$ cat config.mk
export PLATFORM = sky130hd
export DESIGN_NAME = can_rx_deframer
export DESIGN_NICKNAME = d
export VERILOG_FILES = /design/src/rtl/can_rx_deframer.sv
export SDC_FILE = /design/constraint.sdc
export NUM_CORES = 1
export LEC_CHECK = 0
export ABC_AREA = 1
export BUFFER_PORTS_ARGS = -buffer_cell sky130_fd_sc_hd__buf_4
export CAP_MARGIN = 20
export CORE_AREA = 3 3 150 152
export DETAILED_ROUTE_END_ITERATION = 8
export DIE_AREA = 0 0 153 155
export PLACE_DENSITY = 0.67
export SLEW_MARGIN = 20
export SYNTH_ARGS = -nofsm -noshare
export SYNTH_HDL_FRONTEND = slang
export SYNTH_SLANG_ARGS = --single-unit
$ cat constraint.sdc
create_clock -name CLK -period 21.4 [get_ports CLK]
set_input_delay 3.21 -clock CLK [delete_from_list [all_inputs] [get_ports CLK]]
set_output_delay 3.21 -clock CLK [all_outputs]
set_load 0.02 [all_outputs]
$ cat src/rtl/can_rx_deframer.sv
// CAN 2.0A receive deframer: bus integration, destuffing,
// CRC-15 check, acceptance filtering and frame field capture.
module can_rx_deframer #(
  parameter logic [10:0] FILTER_ID   = 11'h000,
  parameter logic [10:0] FILTER_MASK = 11'h000
) (
  input  logic        CLK,
  input  logic        RST,
  input  logic        bit_en,
  input  logic        can_hi,
  input  logic        can_lo,
  output logic        frame_valid,
  output logic [10:0] frame_id,
  output logic        frame_rtr,
  output logic [3:0]  frame_dlc,
  output logic [63:0] frame_data,
  output logic        crc_err,
  output logic        stuff_err,
  output logic        form_err,
  output logic        busy
);

  typedef enum logic [3:0] {
    S_INTEGRATE, S_IDLE, S_ARB, S_CTRL,
    S_DATA, S_CRC, S_CRC_DEL, S_ACK_SLOT,
    S_ACK_DEL, S_EOF, S_ERROR
  } state_t;

  state_t state, state_n;

  logic [6:0]  cnt;
  logic [2:0]  run_cnt;
  logic        last_bit;
  logic [11:0] arb_sr;
  logic [3:0]  dlc;
  logic [63:0] data_sr;
  logic [14:0] crc_rx;
  logic [14:0] crc_calc;

  logic        bit_s;
  logic        fault;
  logic        destuff;
  logic        is_stuff;
  logic [3:0]  dlc_full;
  logic [6:0]  data_last;
  logic [5:0]  data_idx;
  logic        id_match;
  logic        form_n;
  logic        stuff_n;
  logic        crc_n;
  logic        accept_n;

  function automatic logic [14:0] crc_next(
    input logic [14:0] c,
    input logic        b
  );
    crc_next = {c[13:0], 1'b0} ^
               ((b ^ c[14]) ? 15'h4599 : 15'h0000);
  endfunction

  assign bit_s    = ~can_hi;
  assign fault    = (state != S_IDLE) &&
                    (state != S_INTEGRATE) &&
                    (can_hi == can_lo);
  // A stuff bit may still follow the last CRC bit.
  assign destuff  = state inside {S_ARB, S_CTRL, S_DATA,
                                  S_CRC, S_CRC_DEL};
  assign is_stuff = destuff && (run_cnt == 3'd5);
  assign dlc_full = {dlc[2:0], bit_s};
  assign data_last = dlc[3] ? 7'd63 :
                     {1'b0, dlc[2:0], 3'b000} - 7'd1;
  assign data_idx = 6'd63 - cnt[5:0];
  assign id_match = ((arb_sr[11:1] ^ FILTER_ID) &
                     FILTER_MASK) == 11'd0;

  always_ff @(posedge CLK or posedge RST) begin
    if (RST) state <= S_INTEGRATE;
    else     state <= state_n;
  end

  always_comb begin
    state_n  = state;
    form_n   = 1'b0;
    stuff_n  = 1'b0;
    crc_n    = 1'b0;
    accept_n = 1'b0;
    if (bit_en) begin
      if (fault) begin
        form_n  = 1'b1;
        state_n = S_ERROR;
      end else if (is_stuff) begin
        if (bit_s == last_bit) begin
          stuff_n = 1'b1;
          state_n = S_ERROR;
        end
      end else begin
        unique case (state)
          S_INTEGRATE, S_ERROR:
            if (bit_s && cnt == 7'd10) state_n = S_IDLE;
          S_IDLE:
            if (!bit_s) state_n = S_ARB;
          S_ARB:
            if (cnt == 7'd11) state_n = S_CTRL;
          S_CTRL: begin
            if (cnt == 7'd0 && bit_s) begin
              form_n  = 1'b1;
              state_n = S_ERROR;
            end else if (cnt == 7'd5) begin
              state_n = (arb_sr[0] || dlc_full == 4'd0) ?
                        S_CRC : S_DATA;
            end
          end
          S_DATA:
            if (cnt == data_last) state_n = S_CRC;
          S_CRC:
            if (cnt == 7'd14) state_n = S_CRC_DEL;
          S_CRC_DEL: begin
            if (crc_calc != crc_rx) begin
              crc_n   = 1'b1;
              state_n = S_ERROR;
            end else if (!bit_s) begin
              form_n  = 1'b1;
              state_n = S_ERROR;
            end else begin
              state_n = S_ACK_SLOT;
            end
          end
          S_ACK_SLOT:
            state_n = S_ACK_DEL;
          S_ACK_DEL: begin
            if (!bit_s) begin
              form_n  = 1'b1;
              state_n = S_ERROR;
            end else begin
              state_n = S_EOF;
            end
          end
          S_EOF: begin
            if (!bit_s) begin
              form_n  = 1'b1;
              state_n = S_ERROR;
            end else if (cnt == 7'd6) begin
              state_n  = S_IDLE;
              accept_n = id_match;
            end
          end
          default:
            state_n = S_ERROR;
        endcase
      end
    end
  end

  always_comb begin
    busy = (state != S_IDLE) && (state != S_INTEGRATE);
  end

  always_ff @(posedge CLK or posedge RST) begin
    if (RST) begin
      cnt         <= '0;
      run_cnt     <= '0;
      last_bit    <= 1'b0;
      arb_sr      <= '0;
      dlc         <= '0;
      data_sr     <= '0;
      crc_rx      <= '0;
      crc_calc    <= '0;
      frame_valid <= 1'b0;
      frame_id    <= '0;
      frame_rtr   <= 1'b0;
      frame_dlc   <= '0;
      frame_data  <= '0;
      crc_err     <= 1'b0;
      stuff_err   <= 1'b0;
      form_err    <= 1'b0;
    end else begin
      frame_valid <= accept_n;
      crc_err     <= crc_n;
      stuff_err   <= stuff_n;
      form_err    <= form_n;
      if (accept_n) begin
        frame_id   <= arb_sr[11:1];
        frame_rtr  <= arb_sr[0];
        frame_dlc  <= dlc;
        frame_data <= data_sr;
      end
      if (bit_en) begin
        if (state_n != state)
          cnt <= '0;
        else if (state == S_INTEGRATE || state == S_ERROR)
          cnt <= bit_s ? cnt + 7'd1 : 7'd0;
        else if (state != S_IDLE && !is_stuff)
          cnt <= cnt + 7'd1;

        if (state == S_IDLE && !bit_s) begin
          last_bit <= 1'b0;
          run_cnt  <= 3'd1;
          crc_calc <= '0;
          arb_sr   <= '0;
          dlc      <= '0;
          data_sr  <= '0;
          crc_rx   <= '0;
        end else if (destuff) begin
          if (is_stuff) begin
            last_bit <= bit_s;
            run_cnt  <= 3'd1;
          end else begin
            if (bit_s == last_bit) begin
              run_cnt <= run_cnt + 3'd1;
            end else begin
              run_cnt  <= 3'd1;
              last_bit <= bit_s;
            end
            if (state inside {S_ARB, S_CTRL, S_DATA})
              crc_calc <= crc_next(crc_calc, bit_s);
            if (state == S_ARB)
              arb_sr <= {arb_sr[10:0], bit_s};
            if (state == S_CTRL && cnt >= 7'd2)
              dlc <= {dlc[2:0], bit_s};
            if (state == S_DATA)
              data_sr[data_idx] <= bit_s;
            if (state == S_CRC)
              crc_rx <= {crc_rx[13:0], bit_s};
          end
        end
      end
    end
  end

endmodule
### Word level (Yosys, flattened, before mapping)

Cells that the tools add are included.

* register bits: 209
* input bits: 5
* output and inout port bits: 85

* bitwise gates (word level): 3
* add/subtract/negate cells: 4
* eq/ne operators: 24
* multiplexer cells: 77
* magnitude comparators: 3
* reduce and logical (&&, ||, !) cells: 35

Operators with widths (count)
* 2-to-1 mux 64 bit: 4
* 2-to-1 mux 15 bit: 9
* 2-to-1 mux 4 bit: 19
* bitwise mux 64 bit: 1
* 2-to-1 mux 12 bit: 4
* one-hot mux 4 bit (10 select lines): 1
* 2-to-1 mux 7 bit: 5
* 2-to-1 mux 1 bit: 27
* equality test 7 x 4 -> 1 bit, second input constant: 3
* AND reduction 4 bit: 5
* equality test 4 x 3 -> 1 bit, second input constant: 4
* inequality test 15 bit: 1
* XOR 15 bit: 1
* equality test 7 x 3 -> 1 bit, second input constant: 2
* equality test 4 bit, second input constant: 3
* 2-to-1 mux 3 bit: 4
* nonzero test 2 bit: 6
* logical AND 1 bit: 9
* equality test 4 x 2 -> 1 bit, second input constant: 2
* zero test 4 bit: 2
* adder 7 x 1 -> 7 bit, second input constant: 1
* equality test 7 bit: 1
* >= comparator 7 x 2 -> 1 bit, second input constant: 1
* zero test 7 bit: 1
* 25 further kinds: 30

### Depth between registers and ports, before layout

* word-level depth: 13
* mapped depth: 18
* depth with buffers taken out: 18

### Worst setup path after synthesis

No wires, ideal clock.

* path kind: input to register
* start point: in can_hi
* end point: reg cnt[4]
* setup slack: 16.747 ns
* stages on the path: 15
* arrival: 4.587 ns
* required time: 21.335 ns
* setup time: 0.065 ns
* path through: clkinv_1 nand2_1 nor4_1 nor2_1 nor2_1 nand2_1 nand2_1 nand2_1 nand2_1 nor2_1 nor2_4 nand4_4 nand2_4 nand2_1 nand2_1

* word-level cells in the longest chain between the ends: 13
* elaborated cells between the ends (all ways): 28
* classes of those cells: 3 x eq/ne; 17 x mux; 1 x bitwise; 7 x reduce/logical

RTL lines
* start, declared: RTL line 10 `input logic can_hi,`
* inverter 1 bit: RTL line 61 `assign bit_s = ~can_hi;`
* zero test 4 bit: RTL line 109 `state_n = (arb_sr[0] || dlc_full == 4'd0) ?`
* logical OR 1 bit: RTL line 109
* 2-to-1 mux 1 bit: RTL line 109
* 2-to-1 mux 4 bit: RTL line 108 `end else if (cnt == 7'd5) begin`
* 2-to-1 mux 4 bit: RTL line 105 `if (cnt == 7'd0 && bit_s) begin`
* one-hot mux 4 bit (10 select lines): RTL line 97 `unique case (state)`
* 2-to-1 mux 4 bit: RTL line 91 `end else if (is_stuff) begin`
* 2-to-1 mux 4 bit: RTL line 88 `if (fault) begin`
* 2-to-1 mux 4 bit: RTL line 87 `if (bit_en) begin`
* inequality test 4 bit: RTL line 188 `if (state_n != state)`
* nonzero test 3 bit (no line)
* AND reduction 2 bit (no line)
* end signal, assigned: RTL line 191 `cnt <= bit_s ? cnt + 7'd1 : 7'd0;`
* end signal, assigned: RTL line 193 `cnt <= cnt + 7'd1;`
* end, declared: RTL line 31 `logic [6:0] cnt;`

Several ways; a longest one is shown, not always the timed one.
A chain may end at the register's enable or synchronous reset.

### Worst setup path after layout

* start point: in can_hi
* end point: reg data_sr[39]

* word-level cells in the longest chain between the ends: 6
* elaborated cells between the ends (all ways): 11
* classes of those cells: 1 x eq/ne; 5 x mux; 1 x bitwise; 4 x reduce/logical

RTL lines
* inverter 1 bit: RTL line 61
* bitwise mux 64 bit: RTL line 221 `data_sr[data_idx] <= bit_s;`
* 2-to-1 mux 64 bit: RTL line 220 `if (state == S_DATA)`
* 2-to-1 mux 64 bit: RTL line 204 `if (is_stuff) begin`
* 2-to-1 mux 64 bit: RTL line 203 `end else if (destuff) begin`
* 2-to-1 mux 64 bit: RTL line 195 `if (state == S_IDLE && !bit_s) begin`
* end signal, assigned by index: RTL line 221
* end, declared: RTL line 36 `logic [63:0] data_sr;`

Several ways; a longest one is shown, not always the timed one. The select of a mux whose other input is x is not followed.

==> summary.md <==
| Metric | Value |
|---|---|
| Final HPWL DP | 14720 um |
| Final ANT Viol Nets | 0 |
| Worst Path Arrival | 5660 ps |
| Worst reg2reg startpoint | state[3]$_DFF_PP0_ |
| Diodes inserted | 0 |
| Final Hold Fails | 0 |
| Cell Count, Final, Fillers Out | 1601 |
| DRC Markers | 0 |
| MaxCap Viol Count | 0 |
| Fin Hold WS | between 400 and 500 ps |
| Worst setup EP type | flop |
| Vias | 8209 |
| Crit path required time | about 22000 ps |
| Capturing point of the worst reg2reg path | data_sr[25]$_DFFE_PP0P_ |
| Fraction of layout cells with a size suffix above 1 | 11.61% |
| Commonest cells after routing, fill and taps aside | nand2_1, dfrtp_1, o21ai_0 |
| Vias in the first global route | 7724 |
| CTS tree | done |
| Largest net degree at the start of global routing | roughly 130 |
| Layout Nets | 1321 |
| Clock-pin slew on the worst setup and hold paths | ~60 ps |
| Fill count | 1964 |
| Status | complete, no violations |
| Tmin final | 5286 ps |
| WS Path Type | in2reg |
| Top FF cell, synth | dfrtp_1 |
| Mapped Avg Cell Area | roughly 7.9 um^2 |
| # rows | 53 |
| Most common cell after layout, fill and taps aside | nand2_1 |
| Syn-to-layout area delta | 16.12% |
| R2R depth | 11 |
| Starting Density | 47.09% |
| CTS resizes | 0 |
| RSZ-0062 raised after global routing | no |
| Setup Skew | a little over 10 ps |
| Setup Viol. Count Final | 0 |
| Setup TNS | 0 ps |
| Total CTS buffers | 23 |
| Vias per std cell | 5.127 |
| CTS HTree Levels | 1 |
| Clock Path Buffers | 3 |
| Post-synth EDFFs | 0 |
| Syn Inst Count | approximately 1300 |
| Io pins | 90 |
| Synthesized flop and latch total | 209 |
| Fin area | 0.01157 mm^2 |
| Avg WL per Cell | 14.53 um |
| Worst-path fanout max | 112 |
| Yosys warning total | 0 |
| Hold depth | 2 |
| Post-Synthesis Cell Area | 0.009961 mm^2 |
| Die area | around 0.024 mm^2 |
| Reg2reg setup slack | between 15000 and 20000 ps |
| Hold Crit Class | reg2reg |
| Metal3 WL | approximately 1000 um |
| 1st-iter DRT viols | 580 |
| Worst Tran Pin Value | 1086 ps |
| Fraction of the cycle the final worst path needs | 24.70% |
| Post-Route WL | between 20000 and 25000 um |
| Clk_lat worst skew | 530 ps |
| Hold Path Sink | frame_data[2]$_DFFE_PP0P_ |
| Placed Area | 0.01076 mm^2 |
| Met1 wire length | 11100 um |
| Cell Pwr Density | between 90 and 100 mW/mm^2 |
| Die Y | 155 um |
| Core box area | 0.02115 mm^2 |
| Highest routed layer | met4 |
| Slew HR | 27.59% |
| Setup Buffers After CTS | 0 |
| Dpl cells | 1559 |
| Static leakage | 5.813 nW |
| Grt ovf | 0 |
| Initial antenna violation count | 0 |
| Hold-fix buffers, CTS | 0 |
| Netlist cell types | 33 |
| Final Max Slew Viols | 0 |
| # clock sinks | 209 |
| Seq/Total Area, Yosys | 52.51% |
| Root Buffer | clkbuf_16 |
| Peak supply drop | 0.06558 mV |
| Synth async-reset ratio | 100.0% |
| IO buf count | about 90 |
| GRT Resource Usage Total | 19.47% |
| First-pass GRT wire length | 39280 um |
| GP Congestion | 0.8993 |
| TritonRoute pass-1 iters | 5 |
| Worst setup SP type | primary input |
| Hold path startpoint | data_sr[2]$_DFFE_PP0P_ |
| Met2 wire len | ~11000 um |
| Highest clock rate | 0.1892 GHz |
| DIE WIDTH | 153 um |
| Mapped Nets | between 1000 and 1500 |
[sequential cells by signal, indices dropped and copies added, names as in the netlist, 7 cells and up]
| register | flops |
|---|---|
| arb_sr | 12 |
| cnt | 7 |
| crc_calc | 15 |
| crc_rx | 15 |
| data_sr | 64 |
| frame_data | 64 |
| frame_id | 11 |
[critical path, stage by stage]
cell and delay, ps:
buf_4 170, nand3_4 100, buf_4 800, a21oi_4 80, buf_4 370, nand2_2 110
buf_4 580, o22ai_1 190
[Yosys cell counts, types with 2 or more instances]
cell,number,area [um^2]
nand2_4,2,22.52
a21oi_1,20,100.1
xnor2_1,2,17.52
nor3_1,5,25.02
clkinv_1,5,18.77
inv_2,6,22.52
dfrtp_1,209,5230
buf_2,17,85.08
and3_1,2,12.51
nand3_1,70,350.3
o21ai_0,138,690.7
buf_1,5,18.77
o22ai_1,4,25.02
a31oi_1,2,12.51
nand3_2,3,30.03
clkbuf_1,48,180.2
ha_1,7,87.58
nand2_1,474,1779
xor2_1,5,43.79
nor2_2,2,12.51
nor2_1,58,217.7
inv_1,96,360.4
o31ai_1,63,473.0
nand4_1,6,37.54
a21oi_4,2,32.53
[cells by family (layout without fill, tap and decap cells)]
group / count (synthesis) / count (layout) / share of synthesized area, %
adder cells (fa/ha/maj): 7 / 7 / 0.8792
flip-flops: 209 / 209 / 52.51
AND/OR/NAND/NOR: 626 / 626 / 25.42
XOR/XNOR: 7 / 7 / 0.6155
AO/OA/AOI/OAI: 233 / 233 / 13.69
buffers and inverters: 177 / 244 / 6.884
[worst max path at each step]
stage | start | end | slack [ps] | depth (start not counted)
after floorplan | RST | arb_sr[0]$_DFFE_PP0P_ | 12480 | 1
after global placement | can_hi | data_sr[4]$_DFFE_PP0P_ | 15590 | 8
after detailed placement | can_hi | data_sr[4]$_DFFE_PP0P_ | 15560 | 8
after CTS | can_hi | data_sr[4]$_DFFE_PP0P_ | 16130 | 8
after global routing | can_hi | crc_rx[12]$_DFFE_PP0P_ | 15780 | 8
final | can_hi | data_sr[39]$_DFFE_PP0P_ | 16110 | 8
[layout make-up]
class / instances / area, um^2 / share of cell area (%)
inverter: 107 / 409.1 / 3.537
multi-input combinational: 873 / 4075 / 35.23
sequential: 209 / 5230 / 45.22
timing repair buffer: 95 / 716.9 / 6.199
clock buffer: 35 / 690.7 / 5.971
clock inverter: 7 / 100.1 / 0.8654
tap: 275 / 344.1 / 2.975
[through the flow]
stage	utilization, %	power [W]	setup WS [ps]
after floorplan	-	0.0006119	12480
after global placement	50.88	0.0006612	15590
after detailed placement	50.88	0.0006635	15560
after CTS	54.62	0.001075	16130
after global routing	54.68	0.001128	15780
final	54.68	0.001066	16110
[routing by layer]
metal,vias to the layer above,track usage (%)
met3,35,2.726
met5,-,0
met4,0,4.582
met2,153,31.21
li1,4175,-
met1,3846,28.39
[where the power goes]
part           switching (W)  internal (W)
Combinational       0.000140     0.0000586
Clock               0.000160      0.000248
Sequential         0.0000288      0.000431
Total               0.000329      0.000737
(Power assumes the default switching activity.)
